[src/rtl/slice_adder.sv]
// Multi-cycle adder/subtractor: SLICE_WIDTH bits per cycle, LSB slice first,
// with PIC-style carry (1 = no borrow), digit carry, zero and signed overflow flags.
module slice_adder #(
  parameter int DATA_WIDTH  = 8,
  parameter int SLICE_WIDTH = 4
) (
  input  logic                  clk,
  input  logic                  rst_n,
  // Both handshakes: a transfer happens at a rising edge where valid and ready
  // are both 1; valid may rise on its own, and the payload is held until taken.
  input  logic                  in_valid,
  output logic                  in_ready,
  input  logic [DATA_WIDTH-1:0] a,
  input  logic [DATA_WIDTH-1:0] b,
  input  logic [1:0]            mode,
  input  logic                  carryIn,
  input  logic                  abort,
  output logic                  out_valid,
  input  logic                  out_ready,
  output logic [DATA_WIDTH-1:0] result,
  output logic                  carry,
  output logic                  digitCarry,
  output logic                  zero,
  output logic                  overflow,
  output logic [1:0]            state_dbg
);

  localparam int N  = DATA_WIDTH / SLICE_WIDTH;
  localparam int IW = (N > 1) ? $clog2(N) : 1;

  typedef enum logic [1:0] {
    IDLE = 2'd0,
    CALC = 2'd1,
    DONE = 2'd2
  } state_t;

  state_t                  state;
  logic [DATA_WIDTH-1:0]   a_r;
  logic [DATA_WIDTH-1:0]   b_r;
  logic [DATA_WIDTH-1:0]   acc;
  logic                    run_c;
  logic                    dc_r;
  logic [IW-1:0]           idx;

  logic [SLICE_WIDTH-1:0]  a_sl;
  logic [SLICE_WIDTH-1:0]  b_sl;
  logic [SLICE_WIDTH:0]    slice_sum;
  logic                    c_out;
  logic                    c_msb_in;
  logic                    last;
  logic [DATA_WIDTH-1:0]   next_acc;

  assign state_dbg = state;

  always_comb begin
    a_sl      = a_r[int'(idx)*SLICE_WIDTH +: SLICE_WIDTH];
    b_sl      = b_r[int'(idx)*SLICE_WIDTH +: SLICE_WIDTH];
    slice_sum = {1'b0, a_sl} + {1'b0, b_sl} + {{SLICE_WIDTH{1'b0}}, run_c};
    c_out     = slice_sum[SLICE_WIDTH];
    // Carry into the slice MSB recovered from its sum bit and operand bits.
    c_msb_in  = slice_sum[SLICE_WIDTH-1] ^ a_sl[SLICE_WIDTH-1] ^ b_sl[SLICE_WIDTH-1];
    last      = (idx == IW'(N-1));
    next_acc  = acc;
    next_acc[int'(idx)*SLICE_WIDTH +: SLICE_WIDTH] = slice_sum[SLICE_WIDTH-1:0];
  end

  always_ff @(posedge clk or negedge rst_n) begin
    if (!rst_n) begin
      state      <= IDLE;
      in_ready   <= 1'b1;
      out_valid  <= 1'b0;
      a_r        <= '0;
      b_r        <= '0;
      acc        <= '0;
      run_c      <= 1'b0;
      dc_r       <= 1'b0;
      idx        <= '0;
      result     <= '0;
      carry      <= 1'b0;
      digitCarry <= 1'b0;
      zero       <= 1'b0;
      overflow   <= 1'b0;
    end else begin
      case (state)
        IDLE: begin
          if (in_valid) begin
            a_r      <= a;
            b_r      <= mode[0] ? ~b : b;
            run_c    <= mode[1] ? carryIn : mode[0];
            idx      <= '0;
            state    <= CALC;
            in_ready <= 1'b0;
          end
        end
        CALC: begin
          if (abort) begin
            state     <= IDLE;
            in_ready  <= 1'b1;
            out_valid <= 1'b0;
          end else begin
            acc   <= next_acc;
            run_c <= c_out;
            if (idx == '0) dc_r <= c_out;
            if (last) begin
              result     <= next_acc;
              carry      <= c_out;
              digitCarry <= (idx == '0) ? c_out : dc_r;
              zero       <= (next_acc == '0);
              overflow   <= c_msb_in ^ c_out;
              state      <= DONE;
              out_valid  <= 1'b1;
            end else begin
              idx <= idx + IW'(1);
            end
          end
        end
        DONE: begin
          // abort and out_ready both release the result; abort just discards it.
          if (abort || out_ready) begin
            state     <= IDLE;
            in_ready  <= 1'b1;
            out_valid <= 1'b0;
          end
        end
        default: begin
          state     <= IDLE;
          in_ready  <= 1'b1;
          out_valid <= 1'b0;
        end
      endcase
    end
  end

endmodule

[config.mk]
export PLATFORM = sky130hd
export DESIGN_NAME = slice_adder
export DESIGN_NICKNAME = d
export VERILOG_FILES = /design/src/rtl/slice_adder.sv
export SDC_FILE = /design/constraint.sdc
export NUM_CORES = 1
export LEC_CHECK = 0
export CAP_MARGIN = 30
export CORE_ASPECT_RATIO = 0.9
export CORE_MARGIN = 3
export CORE_UTILIZATION = 26
export DETAILED_ROUTE_END_ITERATION = 16
export HOLD_SLACK_MARGIN = 0.08
export SYNTH_ARGS = -nofsm -noshare
export SYNTH_HDL_FRONTEND = slang
export SYNTH_SLANG_ARGS = --single-unit
export TNS_END_PERCENT = 5
[constraint.sdc]
create_clock -name clk -period 2.52 [get_ports clk]
set_input_delay 0.252 -clock clk [delete_from_list [all_inputs] [get_ports clk]]
set_output_delay 0.252 -clock clk [all_outputs]
set_load 0.02 [all_outputs]
==> results of run 1 <==
critical path: stages, from the launching register on:
cell,delay (ps)
dfrtp_2,500
mux2i_1,170
fa_1,450
fa_1,410
inv_1,70
a21o_1,130
a21oi_2,90
xnor3_1,330
o21ai_1,120
power by group through the flow:
stage | Sequential (W) | Clock (W) | Combinational (W)
after floorplan | 0.00130 | 0 | 0.00133
after global placement | 0.00124 | 0 | 0.00200
after detailed placement | 0.00125 | 0 | 0.00206
after CTS | 0.00124 | 0.000464 | 0.00207
after global routing | 0.00128 | 0.000499 | 0.00226
final | 0.00123 | 0.000448 | 0.00203
area by class of cell:
type	count	share of cell area, %
clock inverters	1	0.194
flip-flops and latches	42	40.9
well taps	93	4.52
inverters	5	0.729
repair buffers	45	17.3
multi-input cells	113	33.0
clock buffers	7	3.35
synth_stat cells (2+ instances only):
cell type / number / area, sq um
xor2_1: 2 / 17.5
buf_2: 5 / 25.0
mux2_1: 2 / 22.5
fa_1: 2 / 40.0
a21oi_1: 13 / 65.1
xnor2_1: 8 / 70.1
dfrtp_1: 41 / 1030
inv_1: 5 / 18.8
ha_1: 3 / 37.5
nand2_1: 16 / 60.1
o21ai_1: 3 / 15.0
clkbuf_1: 2 / 7.51
buf_6: 2 / 22.5
mux2i_1: 4 / 40.0
a21o_1: 4 / 30.0
o21ai_0: 9 / 45.0
nor2_1: 12 / 45.0
mux2_2: 13 / 146
mux2_4: 3 / 45.0
nor4_1: 2 / 12.5
registers in the layout (all words and copies together), names as in the netlist:
name / count
a_r: 8
b_r: 8
result: 8
acc: 7
state_dbg: 2
carry: 1
dc_r: 1
digitCarry: 1
idx: 1
in_ready: 1
out_valid: 1
overflow: 1
run_c: 1
zero: 1
logic make-up after synthesis:
group | after synthesis
adders and majority gates | 5
and+or+nand+nor | 40
muxes | 22
xor gates and xnor gates | 12
AOI/OAI and AO/OA | 34
buffers and inverters | 14
DFF | 42
per-layer routing:
metal | vias to the layer above | wire length [um] | global-route usage (%) | share of wire (%)
li1 | 665 | - | - | -
met1 | 651 | 1860 | 12.5 | 46
met2 | 26 | 1950 | 16.9 | 49
met3 | 5 | 161 | 2.68 | 4.0
met4 | 0 | 42 | 3.40 | 1.0
met5 | - | 0 | 0 | 0
metrics by stage:
| stage | std cells | area (sq um) | power (W) | setup WS [ps] |
|---|---|---|---|---|
| floorplan | 169 | 1970 | 0.00263 | 138 |
| global placement | 296 | 2450 | 0.00324 | 156 |
| detailed placement | 296 | 2450 | 0.00331 | 69.6 |
| CTS | 304 | 2540 | 0.00377 | 57.5 |
| global route | 306 | 2570 | 0.00404 | 23.2 |
| finish | 306 | 2570 | 0.00371 | 174 |
how the worst max path moves through the flow:
stage	cells past startpoint	slack, ps	end	start
after CTS	7	60	overflow	idx
after global routing	7	20	overflow	idx
after floorplan	10	140	overflow	idx
after detailed placement	8	70	overflow	idx
after global placement	7	160	overflow	idx
final	8	170	overflow	idx
repair_timing:
action	in CTS	in global routing
gates resized for setup	0	1
hold buffers	0	1
setup endpoints to repair	0	1
endpoints found under the hold margin	0	41
==> out/qor.csv, run 1 <==
metric;value;unit
predominant post-synthesis flop cell;dfrtp_1;
DRT iter0 DRCs;43;
worst skew pair latency;290;ps
Hold Crit Class;input port to async pin;
Clock power frac;12.1;%
Max VDD drop;0.595;mV
Compound-Gate Fraction of Synth Area;9.82;%
Internal;0.00230;W
Post-synth ARST share;100;%
Sw Share;38.1;%
ANT nets after route;0;
Post-route DRC;0;
Hold Vio Cnt, Final;0;
Final Cycle Share;93.1;%
startpoint of the worst register-to-register path;idx;
Root Buffer;clkbuf_8;
Inserted Diodes;0;
Initial DRT Pass Iterations;4;
drt wl/cell;13.1;um
max cap viols;0;
multi-input gate area in the final layout;848;sq um
clk slew on worst S/H paths;80;ps
DR vias/cell;4.40;
Max Buffers Root-to-Sink;2;
Slew HR;63.4;%
post-DP HPWL;3030;um
post-synth cell types;38;
Worst Skew;3.75;ps
Min Hold Slack;281;ps
Avg Inst Size Synth;11.7;sq um
most common cell after layout, fill and taps aside;dfrtp_1;
H-tree levels;2;
most frequent cells in the layout;dfrtp_1, clkdlybuf4s50_1, nand2_1;
Overflow after GRT;0;
post-synthesis mux area share;12.9;%
Worst Tran Pin Value;549;ps
Required @ worst endpoint;2740;ps
Critical Path Start Type;flip-flop;
Logic pwr share;54.8;%
Tot GR Track Use;9.99;%
initial antenna violation count;0;
Post-Synth Adder-Cell Area;3.93;%
routed wire length;4010;um
CP Max Fanout;9;
initial core utilization;27.3;%
sequential power share;33.1;%
post-synthesis sequential area ratio;53.3;%
P_leak;1.12;nW
unrepaired setup endpoints after global routing;no;
io pins;40;
minimum clock period;2350;ps
chip width;97.9;um
die area;0.00868;sq mm
Setup Buffers After CTS;0;
final net count;241;
CTS tree;done;
crit end category;flip-flop;
Yosys reg bits;42;
GPL Wtd Cong;0.738;
Ys Warns;0;
layout cells sized above 1;16.9;%
post-layout util;35.6;%
# fillers;736;
chip height;88.7;um
Worst R2R Path Depth;8;
Core Area;0.00722;sq mm
first-pass GRT wire length;6860;um
Post-Syn Instances;169;
# setup viols final;0;
site row count;29;
synthesized area;0.00197;sq mm
largest family of logic cells by synthesized area;multiplexers;
largest net degree at the start of global routing;43;
post-synthesis xor/xnor area fraction;6.40;%
PwrDens;1440;mW/mm^2
via count;1347;
Sw Pwr;0.00141;W
Setup TNS Final;0;ps
Mapped Nets;198;
Port Buf Inserts;39;
crit path DAT;2560;ps
vias in the first global route;1413;
register-to-register setup slack;170;ps
Synth Area in Simple Gates;9.95;%
Seq. cell area;0.00105;sq mm
clk sinks;42;
fmax;426;MHz
final max-slew violation count;0;
Area Growth Syn to Fin;30.4;%
worst r2r dst;overflow;
CTS buffer count;5;
CP Class;flip-flop to flip-flop;
number of synthesized flops with an enable pin;0;
status;completed;
(Power assumes the default switching activity.)
==> run 2: changes to the inputs <==
--- a/config.mk
+++ b/config.mk
@@ -11,6 +11,7 @@
 export CORE_UTILIZATION = 26
 export DETAILED_ROUTE_END_ITERATION = 16
 export HOLD_SLACK_MARGIN = 0.08
+export SETUP_SLACK_MARGIN = 0.02
 export SYNTH_ARGS = -nofsm -noshare
 export SYNTH_HDL_FRONTEND = slang
 export SYNTH_SLANG_ARGS = --single-unit
==> results of run 2 <==
No change in the layout: final DEF, timing and power equal those of run 1.
==> run 3: changes to the inputs <==
==> constraint.sdc (replaced) <==
create_clock -name clk -period 2.56 [get_ports clk]
set_input_delay 0.256 -clock clk [delete_from_list [all_inputs] [get_ports clk]]
set_output_delay 0.256 -clock clk [all_outputs]
set_load 0.02 [all_outputs]
==> run 3 against run 2 <==
  * Via count up 0.59%
  * Clock-buffer cell count unchanged
  * Cell count is the same
  * Setup slack improved by 50 ps
  * Power up 0.22%
  * Combinational power decreased by 2%
  * Highest routed layer unchanged
  * Cell area up 0.58%
  * Critical path depth did not move
==> out/qor.csv, run 3 (same netlist as run 1, synthesis figures left out) <==
metric;value;unit;change
fmax;428;MHz;+0.44%
Post-DP Area;0.00245;sq mm;unchanged
H-tree levels;2;;unchanged
largest net degree at the start of global routing;43;;unchanged
Tot GR Track Use;9.68;%;-0.31 points
first-pass GRT wire length;6670;um;-2.8%
Core Area;0.00722;sq mm;unchanged
Hold Crit Class;input port to async pin;;
worst r2r dst;overflow;;
max cap viols;0;;unchanged
slowest CP cell;dfrtp_2;;
top flop regs;a_r (8), b_r (8), result (8);;
multi-input gate area in the final layout;848;sq um;unchanged
fin area;0.00259;sq mm;+0.58%
# fillers;739;;+0.41%
final max-slew violation count;0;;unchanged
Critical Path Start Type;flip-flop;;
Overflow after GRT;0;;unchanged
Max Buffers Root-to-Sink;2;;unchanged
minimum clock period;2340;ps;-10.2 ps
initial antenna violation count;0;;unchanged
PwrDens;1440;mW/mm^2;-0.36%
crit end category;flip-flop;;
Post-route DRC;0;;unchanged
CTS tree;done;;
most common cell after layout, fill and taps aside;dfrtp_1;;
chip width;97.9;um;unchanged
Port Buf Inserts;39;;unchanged
Slew HR;61.4;%;-2.0 points
DRT iter0 DRCs;40;;-7.0%
Worst R2R Path Depth;8;;unchanged
Hold Vio Cnt, Final;0;;unchanged
status;completed;;
DR vias/cell;4.43;;+0.59%
Final Cycle Share;91.3;%;-1.9 points
CP Max Fanout;8;;-1
unrepaired setup endpoints after global routing;no;;
drt wl/cell;12.9;um;-1.4%
worst skew pair latency;290;ps;about the same
Worst Skew;2.42;ps;-1.33 ps
CP cell instances;mux2i_1 > fa_1 > fa_1 > inv_1 > a21o_1 > a21oi_2 > xnor3_1 > o21ai_1;;
GPL Wtd Cong;0.774;;+4.8%
ANT nets after route;0;;unchanged
Min Hold Slack;284;ps;+3.27 ps
Initial DRT Pass Iterations;4;;unchanged
CP Class;flip-flop to flip-flop;;
Required @ worst endpoint;2770;ps;+30 ps
P_leak;1.12;nW;+0.38%
die area;0.00868;sq mm;unchanged
post-DP HPWL;3000;um;-0.95%
clk slew on worst S/H paths;80;ps;about the same
Seq. cell area;0.00105;sq mm;unchanged
clk sinks;42;;unchanged
CTS buffer count;5;;unchanged
Setup TNS Final;0;ps;unchanged
Max VDD drop;0.600;mV;+0.76%
register-to-register setup slack;220;ps;+50 ps
startpoint of the worst register-to-register path;idx;;
io pins;40;;unchanged
# setup viols final;0;;unchanged
crit path DAT;2550;ps;about the same
Root Buffer;clkbuf_8;;
Inserted Diodes;0;;unchanged
most frequent cells in the layout;dfrtp_1, clkdlybuf4s50_1, nand2_1;;
site row count;29;;unchanged
Area Growth Syn to Fin;31.1;%;
cell mode on critical path;fa_1;;
Worst Tran Pin Value;579;ps;+29.6 ps
via count;1355;;+0.59%
slowest stage delay, CP;490;ps;about the same
vias in the first global route;1322;;-6.4%
routed wire length;3960;um;-1.4%
layout cells sized above 1;16.4;%;-0.47 points
initial core utilization;27.3;%;unchanged
final net count;241;;unchanged
chip height;88.7;um;unchanged
==> run 3: cell types whose count changed in the layout (fill, tap and decap cells not counted), sizes merged <==
cell,before,now
bufinv,0,1
clkinv,1,0
==> run 3: worst max-delay path by stage <==
| stage | start | to | slack (ps) |
|---|---|---|---|
| global route | idx | overflow | 70 |
| CTS | idx | overflow | 120 |
| finish | idx | overflow | 220 |
| detailed placement | idx | overflow | 140 |
| floorplan | idx | overflow | 180 |
| global placement | idx | overflow | 230 |
==> run 3: per-layer routing <==
layer  global-route usage (%)  wire length, um  vias to the layer above
li1                         -                -                      663
met1                     13.0             1850                      655
met2                     15.4             1880                       33
met3                     2.99              200                        4
met4                     2.26               28                        0
met5                        0                0                        -
==> run 3: cell type report <==
| cell class | instances | share of cell area (%) |
|---|---|---|
| sequential | 42 | 40.7 |
| multi-input combinational | 113 | 32.8 |
| timing repair buffer | 45 | 17.2 |
| tap | 93 | 4.49 |
| clock buffer | 7 | 2.95 |
| clock inverter | 1 | 1.16 |
| inverter | 5 | 0.725 |
==> run 3: timing repair <==
item,4_1_cts,5_1_grt
setup buffers,0,0
endpoints found under the setup margin,0,1
hold buffers,0,1
resized for setup,0,1
hold endpoints to repair,0,41
==> run 3: power by group <==
group          switching (W)  internal, W
Clock               0.000220     0.000292
Combinational       0.000937      0.00105
Sequential          0.000225     0.000988
==> run 3: through the flow <==
step / utilization, % / power [W] / setup slack [ps] / cells
floorplan: - / 0.00259 / 178 / 169
global placement: 33.9 / 0.00319 / 232 / 296
detailed placement: 33.9 / 0.00325 / 136 / 296
CTS: 35.4 / 0.00378 / 120 / 304
global route: 35.9 / 0.00405 / 72.6 / 306
finish: 35.9 / 0.00372 / 224 / 306
==> run 3: worst max-delay path, delay by kind of cell, from the launching register on <==
kind,cells,cell delay [ps]
AOI/OAI and AO/OA,3,340
xor gates and xnor gates,1,330
adders and majority gates,2,850
buffers and inverters,1,70
DFF,1,490
muxes,1,170
